### config.mk
export PLATFORM = sky130hd
export DESIGN_NAME = pc_fetch_unit
export DESIGN_NICKNAME = d
export VERILOG_FILES = /design/src/rtl/riscv_pc_pkg.sv /design/src/rtl/next_pc_calc.sv /design/src/rtl/pc_fetch_unit.sv
export SDC_FILE = /design/constraint.sdc
export NUM_CORES = 1
export LEC_CHECK = 0
export ABC_AREA = 0
export ABC_CLOCK_PERIOD_IN_PS = 4200
export BUFFER_PORTS_ARGS = -buffer_cell sky130_fd_sc_hd__buf_2
export CORE_MARGIN = 3
export CORE_UTILIZATION = 45
export CTS_CLUSTER_DIAMETER = 200
export DETAILED_ROUTE_END_ITERATION = 8
export HOLD_SLACK_MARGIN = 0.1
export PLACE_DENSITY = 0.73
export SLEW_MARGIN = 20
export SYNTH_ARGS = -nofsm -noshare
export SYNTH_HDL_FRONTEND = slang
export SYNTH_HIERARCHICAL = 1
export SYNTH_SLANG_ARGS = --single-unit
### constraint.sdc
create_clock -name clk -period 4.2 [get_ports clk]
set_input_delay 0.42 -clock clk [delete_from_list [all_inputs] [get_ports clk]]
set_output_delay 0.42 -clock clk [all_outputs]
set_load 0.01 [all_outputs]
### src/rtl/riscv_pc_pkg.sv
// Shared PCSrc encodings, fetch FSM states and the NOP constant for the PC/fetch slice.
package riscv_pc_pkg;

  localparam logic [1:0] PC_PLUS4  = 2'b00;
  localparam logic [1:0] PC_BRANCH = 2'b01;
  localparam logic [1:0] PC_JALR   = 2'b10;
  localparam logic [1:0] PC_RSVD   = 2'b11;

  localparam logic [31:0] NOP = 32'h0000_0013;

  typedef enum logic [2:0] {
    S_BOOT,
    S_REQ,
    S_WAIT,
    S_ISSUE,
    S_EXEC
  } state_t;

endpackage

### src/rtl/next_pc_calc.sv
// Combinational next-PC mux/adder. With PC_MISALIGN_TRAP_EN defined it also flags a
// selected target whose bit[1] is set; the low two bits of next_pc_c are always cleared.
module next_pc_calc
  import riscv_pc_pkg::*;
#(
  parameter int unsigned XLEN = 32
) (
  input  logic [XLEN-1:0] pc_i,
  input  logic [1:0]      pc_src_i,
  input  logic [XLEN-1:0] imm_i,
  input  logic [XLEN-1:0] jalr_target_i,
`ifdef PC_MISALIGN_TRAP_EN
  output logic            misalign_c,
`endif
  output logic [XLEN-1:0] next_pc_c
);

  logic [XLEN-1:0] raw_pc;

  always_comb begin
    raw_pc = pc_i + XLEN'(4);
    case (pc_src_i)
      PC_PLUS4, PC_RSVD: raw_pc = pc_i + XLEN'(4);
      PC_BRANCH:         raw_pc = pc_i + imm_i;
      PC_JALR:           raw_pc = jalr_target_i & ~XLEN'(1);
    endcase
  end

  assign next_pc_c = raw_pc & ~XLEN'(3);

`ifdef PC_MISALIGN_TRAP_EN
  assign misalign_c = raw_pc[1];
`endif

endmodule

### src/rtl/pc_fetch_unit.sv
// PC register and single-outstanding instruction fetch sequencer (boot, request, wait,
// issue, execute). Optional misaligned-target trap via PC_MISALIGN_TRAP_EN.
module pc_fetch_unit
  import riscv_pc_pkg::*;
#(
  parameter int unsigned     XLEN      = 32,
  parameter logic [XLEN-1:0] RESET_VEC = XLEN'(32'h0000_0000),
  parameter logic [XLEN-1:0] TRAP_VEC  = XLEN'(32'h0000_0100)
) (
  input  logic            clk,
  input  logic            rst_n,
  input  logic [1:0]      pc_src,
  input  logic [XLEN-1:0] imm,
  input  logic [XLEN-1:0] jalr_target,
  input  logic            redirect_valid,
  output logic            imem_req,
  output logic [XLEN-1:0] imem_addr,
  input  logic            imem_gnt,
  input  logic            imem_rvalid,
  input  logic [31:0]     imem_rdata,
  output logic            inst_valid,
  output logic [31:0]     inst,
  output logic [XLEN-1:0] inst_pc,
  input  logic            inst_ready,
  output logic [XLEN-1:0] pc
`ifdef PC_MISALIGN_TRAP_EN
  ,
  output logic            misalign_trap
`endif
);

  state_t          state_q, state_d;
  logic [XLEN-1:0] pc_q, pc_d;
  logic            req_q, req_d;
  logic            valid_q, valid_d;
  logic [31:0]     inst_q, inst_d;
  logic [XLEN-1:0] inst_pc_q, inst_pc_d;
  logic            trap_q, trap_d;
  logic [XLEN-1:0] next_pc;
  logic            misalign;

  next_pc_calc #(
    .XLEN(XLEN)
  ) u_next_pc (
    .pc_i         (pc_q),
    .pc_src_i     (pc_src),
    .imm_i        (imm),
    .jalr_target_i(jalr_target),
`ifdef PC_MISALIGN_TRAP_EN
    .misalign_c   (misalign),
`endif
    .next_pc_c    (next_pc)
  );

`ifndef PC_MISALIGN_TRAP_EN
  assign misalign = 1'b0;
`endif

  // Next-state and registered-output values; everything holds unless a state acts.
  always_comb begin
    state_d   = state_q;
    pc_d      = pc_q;
    req_d     = req_q;
    valid_d   = valid_q;
    inst_d    = inst_q;
    inst_pc_d = inst_pc_q;
    trap_d    = 1'b0;
    case (state_q)
      S_BOOT: begin
        state_d = S_REQ;
        req_d   = 1'b1;
      end
      S_REQ: begin
        if (imem_gnt) begin
          state_d = S_WAIT;
          req_d   = 1'b0;
        end
      end
      S_WAIT: begin
        if (imem_rvalid) begin
          state_d   = S_ISSUE;
          inst_d    = imem_rdata;
          inst_pc_d = pc_q;
          valid_d   = 1'b1;
        end
      end
      S_ISSUE: begin
        if (inst_ready) begin
          state_d = S_EXEC;
          valid_d = 1'b0;
        end
      end
      S_EXEC: begin
        if (redirect_valid) begin
          state_d = S_REQ;
          req_d   = 1'b1;
          pc_d    = misalign ? TRAP_VEC : next_pc;
          trap_d  = misalign;
        end
      end
      default: begin
        state_d = S_BOOT;
        req_d   = 1'b0;
        valid_d = 1'b0;
      end
    endcase
  end

  always_ff @(posedge clk or negedge rst_n) begin
    if (!rst_n) begin
      state_q   <= S_BOOT;
      pc_q      <= RESET_VEC;
      req_q     <= 1'b0;
      valid_q   <= 1'b0;
      inst_q    <= NOP;
      inst_pc_q <= RESET_VEC;
      trap_q    <= 1'b0;
    end else begin
      state_q   <= state_d;
      pc_q      <= pc_d;
      req_q     <= req_d;
      valid_q   <= valid_d;
      inst_q    <= inst_d;
      inst_pc_q <= inst_pc_d;
      trap_q    <= trap_d;
    end
  end

  assign imem_req   = req_q;
  assign imem_addr  = pc_q;
  assign pc         = pc_q;
  assign inst_valid = valid_q;
  assign inst       = inst_q;
  assign inst_pc    = inst_pc_q;

`ifdef PC_MISALIGN_TRAP_EN
  assign misalign_trap = trap_q;
`else
  logic unused_trap;
  assign unused_trap = trap_q;
`endif

endmodule

==> results of run 1 <==
## cells by family (layout without fill, tap and decap cells)
| kind of cell | Yosys count | after routing | share of synthesized area (%) |
|---|---|---|---|
| other | 1 | 2 | 0.0533 |
| DFF | 101 | 101 | 36.0 |
| xor gates and xnor gates | 49 | 49 | 6.10 |
| buffers and inverters | 85 | 275 | 8.01 |
| AOI/OAI and AO/OA | 164 | 164 | 16.5 |
| muxes | 98 | 98 | 15.6 |
| adders and majority gates | 33 | 33 | 5.86 |
| and+or+nand+nor | 159 | 159 | 11.9 |
## where the power goes
group / internal [uW] / switching, uW
sequential: 1360 / 468
clock: 471 / 392
combinational: 1310 / 1610
total: 3140 / 2470
## final timing paths
check | cells after the start | to | from
worst min register to register | 1 | inst_pc[14] | inst_pc[14]
max in group asynchronous | 2 | imem_addr[2] | rst_n
worst min-delay path | 1 | inst[7] | rst_n
worst max-delay path | 9 | imem_addr[30] | imem_addr[2]
worst max register to register | 9 | imem_addr[30] | imem_addr[2]
min in group clk | 2 | inst[14] | imem_rdata[14]
## worst reg2reg max path, cell delays in order (launching register included)
cell	delay (ns)
dfrtp_1	0.49
ha_1	0.38
nand4_1	0.15
a211o_1	0.34
a211oi_4	0.43
a21oi_2	0.19
o41ai_4	0.53
a311o_1	0.25
nand2_1	0.06
mux2_2	0.27
## per-layer routing
| metal | track usage, % | routed length (um) | vias up |
|---|---|---|---|
| li1 | - | - | 2892 |
| met1 | 28.8 | 8410 | 2905 |
| met2 | 36.2 | 9230 | 253 |
| met3 | 5.31 | 1610 | 23 |
| met4 | 5.57 | 288 | 2 |
| met5 | 0 | 9 | - |
## registers in the layout, indices dropped and copies added, names as in the netlist
register and count:
state_q 3, imem_req 1, imem_addr 32, inst 32, inst_valid 1, inst_pc 32
## metrics by stage
stage | instance area (sq um) | power (uW) | hold slack [ns] | instances
floorplan | 7040 | 3880 | 0.124 | 691
detailed placement | 8070 | 4760 | 0.469 | 1076
finish | 8380 | 5610 | 0.226 | 1092
global placement | 8070 | 4700 | 0.461 | 1076
CTS | 8380 | 5650 | 0.265 | 1092
global route | 8380 | 6070 | 0.275 | 1092
## cells in the final DEF, fill, tap and decap left out, types with 7 or more instances in the layout
cell and instances:
a21oi_1 37, xnor2_1 33, clkbuf_16 9, a221oi_1 8
and3_1 9, nand3_1 19, xor2_1 16, nand4_1 20
inv_1 17, nor3_1 7, buf_4 11, buf_2 230
ha_1 33, a31oi_1 7, mux2_1 50, nor2_1 25
dfrtp_1 98, a21o_1 10, a22oi_1 21, nand2_1 47
mux2_2 46, o21ai_0 32
## cell type report
class | count | area [sq um]
Multi-Input combinational cell | 505 | 3960
Sequential cell | 101 | 2530
Inverter | 17 | 63.8
Timing Repair Buffer | 242 | 1250
Clock inverter | 7 | 86.3
Tap cell | 211 | 264
Clock buffer | 9 | 225
Fill cell | 1415 | 6880
==> impl_metrics.csv, run 1 <==
group,metric,value,unit
flow_run,drv_cap,0,
global_routing,first_global_vias,5707,
synth,syn_area_per_cell,10.2,sq um
power_and_ir_drop,leakagePower,0.00427,uW
timing,finalCritPeriodShare,75.8,%
floorplan,initial_utilization,46.1,%
timing,tightest_slew,1.01,ns
clocking,cts_hold_buf,0,
status,status,"completed",
synth,synth.most_common_cell,"dfrtp_1",
detailed_routing,drc_errors,0,
clocking,clk_pin_slew_worst_paths,0.07,ns
final_layout,synthToLayoutAreaGrowth,19.0,%
clocking,cts-htree-levels,3,
timing,skew,0.00670,ns
synth,synth_edf_count,0,
global_routing,grt_max_degree,79,
final_layout,nets,1013,
timing,setup_viol,0,
setup_path,path_cells,"ha_1 > nand4_1 > a211o_1 > a211oi_4 > a21oi_2 > o41ai_4 > a311o_1 > nand2_1 > mux2_2",
global_routing,grtUsageTotal,21.9,%
timing,totalNegativeSetupSlack,0,ns
synth,yosys_warnings,6,
synth,synth_cells,690,
timing,min_period,3.18,ns
clocking,clock_sinks,101,
final_layout,utilization,54.9,%
setup_path,endpoint_kind,"flip-flop",
detailed_routing,wl,19.5,mm
placement,pre_cts_slack,1.05,ns
timing,slew_viol_final,0,
floorplan,coreArea,0.0153,sq mm
floorplan,die_w,131,um
setup_path,cp_slowest_cell,"o41ai_4",
clocking,cts_root_buffer,"clkbuf_16",
synth,yosysTopAreaCell,"dfrtp_1",
synth,syn_area,0.00704,sq mm
floorplan,rows,45,
synth,synth_ff_type,"dfrtp_1",
timing,clock.fmax,314,MHz
hold_path,hold_class,"input pin to asynchronous set/reset pin",
timing,rsz0062_at_grt,"false",
timing,finalHoldViolations,0,
synth,yosysUniqueCellTypes,72,
synth,synth_top_area_share,34.8,%
power_and_ir_drop,vdd_drop_max,0.362,mV
timing,slew_headroom,32.3,%
detailed_routing,vias_per_cell,5.56,
placement,dp_hpwl,14.9,mm
synth,synth_area_leaders,"dfrtp_1, mux2_1, mux2_2, ha_1, buf_4",
detailed_routing,wl_per_cell,17.9,um
setup_path,path_class,"flip-flop to flip-flop",
detailed_routing,ant_nets,0,
floorplan,num_io_pins,234,
clocking,cts.repair.resized,0,
detailed_routing,dr.first_iter.drc_count,363,
setup_path,start_kind,"flip-flop",
global_routing,grt_remaining_overflow,0,
global_routing,grt_pass1_wl,29.6,mm
setup_path,max_stage_delay,0.53,ns
synth,ys_seq_area_share,36.0,%
clocking,cts_max_path_buffers,2,
clocking,cts_inserted_buffers,9,
placement,port_buffers,231,
power_and_ir_drop,pwr_density_cell,669,mW/mm^2
clocking,cts_setup_buffers,0,
floorplan,fp.dieH,131,um
detailed_routing,vias,6075,
synth,synth_async_sr_flop_share,100,%
setup_path,arrival,3.42,ns
clocking,insertion_delay,0.35,ns
detailed_routing,dr.pass1.iters,5,
setup_path,cpLargestDelayFamily,"compound AO/OA/AOI/OAI gates",
setup_path,r2r_slack,1.02,ns
global_routing,antenna_found_initial,1,
setup_path,cp_num_buf_inv,0,
setup_path,path_max_fanout,9,
setup_path,crit_required,4.44,ns
final_layout,antenna_cells,0,
final_layout,drive_gt1_share,36.7,%
timing,setup_ws,1.02,ns
synth,ys_top_cells_by_count,"dfrtp_1, mux2_1, nand2_1",
floorplan,die_area,0.0172,sq mm
synth,ys_ff_latch,101,
clocking,tritoncts,"yes",
placement,finalWeightedCongestion,0.946,
Power figures use the tool's default switching activity.
==> run 2: changes to the inputs <==
Settings changed: ABC_AREA 0 to 1, ABC_CLOCK_PERIOD_IN_PS 4200 to 2590, PLACE_DENSITY 0.73 to 0.75.
Clock period 4.2 ns to 2.59 ns, I/O delays scaled along.
==> run 2 against run 1 <==
Combinational power increased by 130%; non-clock buffer count increased by 27; critical path type unchanged; flip-flop and latch count unchanged; total power increased by 96%; largest cell class unchanged; die area increased by 12%; final area increased by 14%; worst hold slack got worse by 0.11 ns.
==> impl_metrics.csv, run 2 <==
group,metric,value,unit
status,status,"completed",
synth,yosysUniqueCellTypes,41,
timing,setup_ws,0.244,ns
setup_path,path_max_fanout,5,
synth,synth_cells,1216,
final_layout,utilization,56.4,%
placement,port_buffers,231,
timing,min_period,2.35,ns
power_and_ir_drop,pwr_density_cell,1160,mW/mm^2
timing,skew,0.0115,ns
final_layout,multiInputGateArea,0.00434,sq mm
setup_path,start_kind,"flip-flop",
detailed_routing,drc_errors,0,
synth,yosysTopAreaCell,"dfrtp_1",
final_layout,synthToLayoutAreaGrowth,20.6,%
synth,synth_async_sr_flop_share,100,%
timing,slew_headroom,62.7,%
global_routing,first_global_vias,8037,
detailed_routing,dr.first_iter.drc_count,771,
power_and_ir_drop,leakagePower,0.00557,uW
final_layout,layout.cells.non_filler,1651,
floorplan,die_area,0.0192,sq mm
setup_path,rr_worst_depth,12,
detailed_routing,dr.pass1.iters,5,
timing,tightest_slew,0.559,ns
synth,synth.most_common_cell,"nand2_1",
detailed_routing,vias_per_cell,5.17,
synth,synth.area.mux_share,0,%
synth,synth_area_leaders,"dfrtp_1, nand2_1, inv_1, nand3_1, a21oi_1",
final_layout,drive_gt1_share,22.2,%
global_routing,grt_remaining_overflow,0,
final_layout,n_fill_cell,1677,
clocking,clock_sinks,101,
global_routing,grt_pass1_wl,42.5,mm
detailed_routing,wl,26.7,mm
synth,ys_ff_latch,101,
placement,pre_cts_slack,0.248,ns
detailed_routing,vias,8538,
setup_path,crit_required,2.85,ns
setup_path,r2r_slack,0.24,ns
setup_path,r2r-start,"imem_addr[2]",
clocking,insertion_delay,0.35,ns
floorplan,initial_utilization,46.8,%
floorplan,die_w,138,um
timing,finalHoldViolations,0,
synth,yosys_warnings,6,
placement,finalWeightedCongestion,0.995,
synth,synth-adder-area-share,5.23,%
synth,syn_area_per_cell,6.49,sq um
synth,synth_edf_count,0,
synth,synth_compound_area_share,11.4,%
power_and_ir_drop,finalPower,11000,uW
hold_path,hold_class,"input pin to flip-flop",
synth,synth_ff_type,"dfrtp_1",
clocking,cts_max_path_buffers,2,
timing,setup_viol,0,
setup_path,arrival,2.61,ns
clocking,clk_pin_slew_worst_paths,0.08,ns
final_layout,final_common_cell,"nand2_1",
detailed_routing,wl_per_cell,16.2,um
synth,ys_top_cells_by_count,"nand2_1, inv_1, nand3_1",
timing,slew_viol_final,0,
final_layout,regArea,0.00253,sq mm
power_and_ir_drop,vdd_drop_max,0.572,mV
final_layout,mostFrequentLayoutCells,"nand2_1, buf_2, inv_1",
synth,synth_simple_gate_area_share,35.8,%
setup_path,endpoint_kind,"flip-flop",
global_routing,grtUsageTotal,27.4,%
clocking,cts_inserted_buffers,9,
setup_path,path_class,"flip-flop to flip-flop",
setup_path,crit_start,"imem_addr[2]",
floorplan,rows,47,
synth,synth_xor_area_share,2.22,%
final_layout,antenna_cells,0,
timing,clock.fmax,426,MHz
floorplan,fp.dieH,138,um
setup_path,critical_path.endpoint,"imem_addr[22]",
global_routing,grt_max_degree,58,
floorplan,num_io_pins,234,
final_layout,nets,1563,
setup_path,crit-reg2reg-capture,"imem_addr[22]",
timing,rsz0062_at_grt,"false",
synth,ys_seq_area_share,32.1,%
floorplan,coreArea,0.0169,sq mm
placement,dp_hpwl,21.0,mm
timing,totalNegativeSetupSlack,0,ns
clocking,tritoncts,"yes",
placement,dp_cells,1634,
synth,synth_top_area_share,31.1,%
clocking,cts-htree-levels,3,
flow_run,drv_cap,0,
synth,synth_top_family_by_area,"simple AND/OR/NAND/NOR gates",
detailed_routing,ant_nets,0,
global_routing,antenna_found_initial,0,
synth,syn_area,0.00790,sq mm
timing,finalCritPeriodShare,90.6,%
clocking,cts_root_buffer,"clkbuf_16",
==> run 2: cell families after synthesis <==
logic type,count (synthesis)
AOI/OAI and AO/OA,167
xor gates and xnor gates,20
adders and majority gates,33
buffers and inverters,231
DFF,101
other,1
and+or+nand+nor,663
==> run 2: per-layer routing <==
layer / share of wire [%] / track usage (%) / vias up / wire (um)
li1: - / - / 4236 / -
met1: 45 / 39.6 / 3875 / 12000
met2: 44 / 42.4 / 386 / 11600
met3: 9.0 / 4.45 / 41 / 2410
met4: 2.3 / 7.96 / 0 / 619
met5: 0 / 0 / - / 0
==> run 2: worst min path at each step <==
stage                  start           end  slack, ns  depth (start not counted)
6_report       imem_rdata[0]       inst[0]       0.12                          3
5_1_grt        imem_rdata[4]       inst[4]       0.13                          3
4_1_cts        imem_rdata[0]       inst[0]       0.11                          3
3_5_place_dp           rst_n       inst[7]       0.24                          1
3_3_place_gp           rst_n   inst_pc[16]       0.23                          1
2_1_floorplan          rst_n  imem_addr[0]      -0.04                          0
==> run 2: repair_timing <==
item	4_1_cts	5_1_grt
setup endpoints to repair	0	7
setup buffers	0	0
hold buffers	1	0
hold endpoints to repair	27	0
resized for setup	0	4
==> run 2: worst max-delay path: stages, from the launching register on <==
cell and delay, ns:
dfrtp_1 0.54, ha_1 0.28, nand3_2 0.16, nor2_4 0.14
nand3_2 0.12, nor2_4 0.17, nand2_2 0.11, nor2_2 0.11
xor2_1 0.20, nor2_1 0.09, a21oi_2 0.13, inv_1 0.04
o21ai_0 0.15
==> run 2: power breakdown <==
group	leakage (uW)	total (uW)	internal [uW]	switching, uW
clock network	0.000145	1350	677	673
registers	0.00125	2930	2350	587
logic	0.00418	6720	2420	4300
==> run 2: metrics by stage <==
step                      instance area [sq um]  hold WS [ns]
after floorplan                            7900       -0.0366
after global placement                     9200         0.231
final                                      9520         0.121
after global routing                       9520         0.128
after detailed placement                   9200         0.235
after CTS                                  9510         0.108
==> run 2: cell type report <==
cell class	count	area share, %
Clock buffer	9	2.36
Clock inverter	7	0.709
Inverter	160	6.31
Multi-Input combinational cell	885	45.5
Sequential cell	101	26.6
Tap cell	220	2.89
Timing Repair Buffer	269	15.6
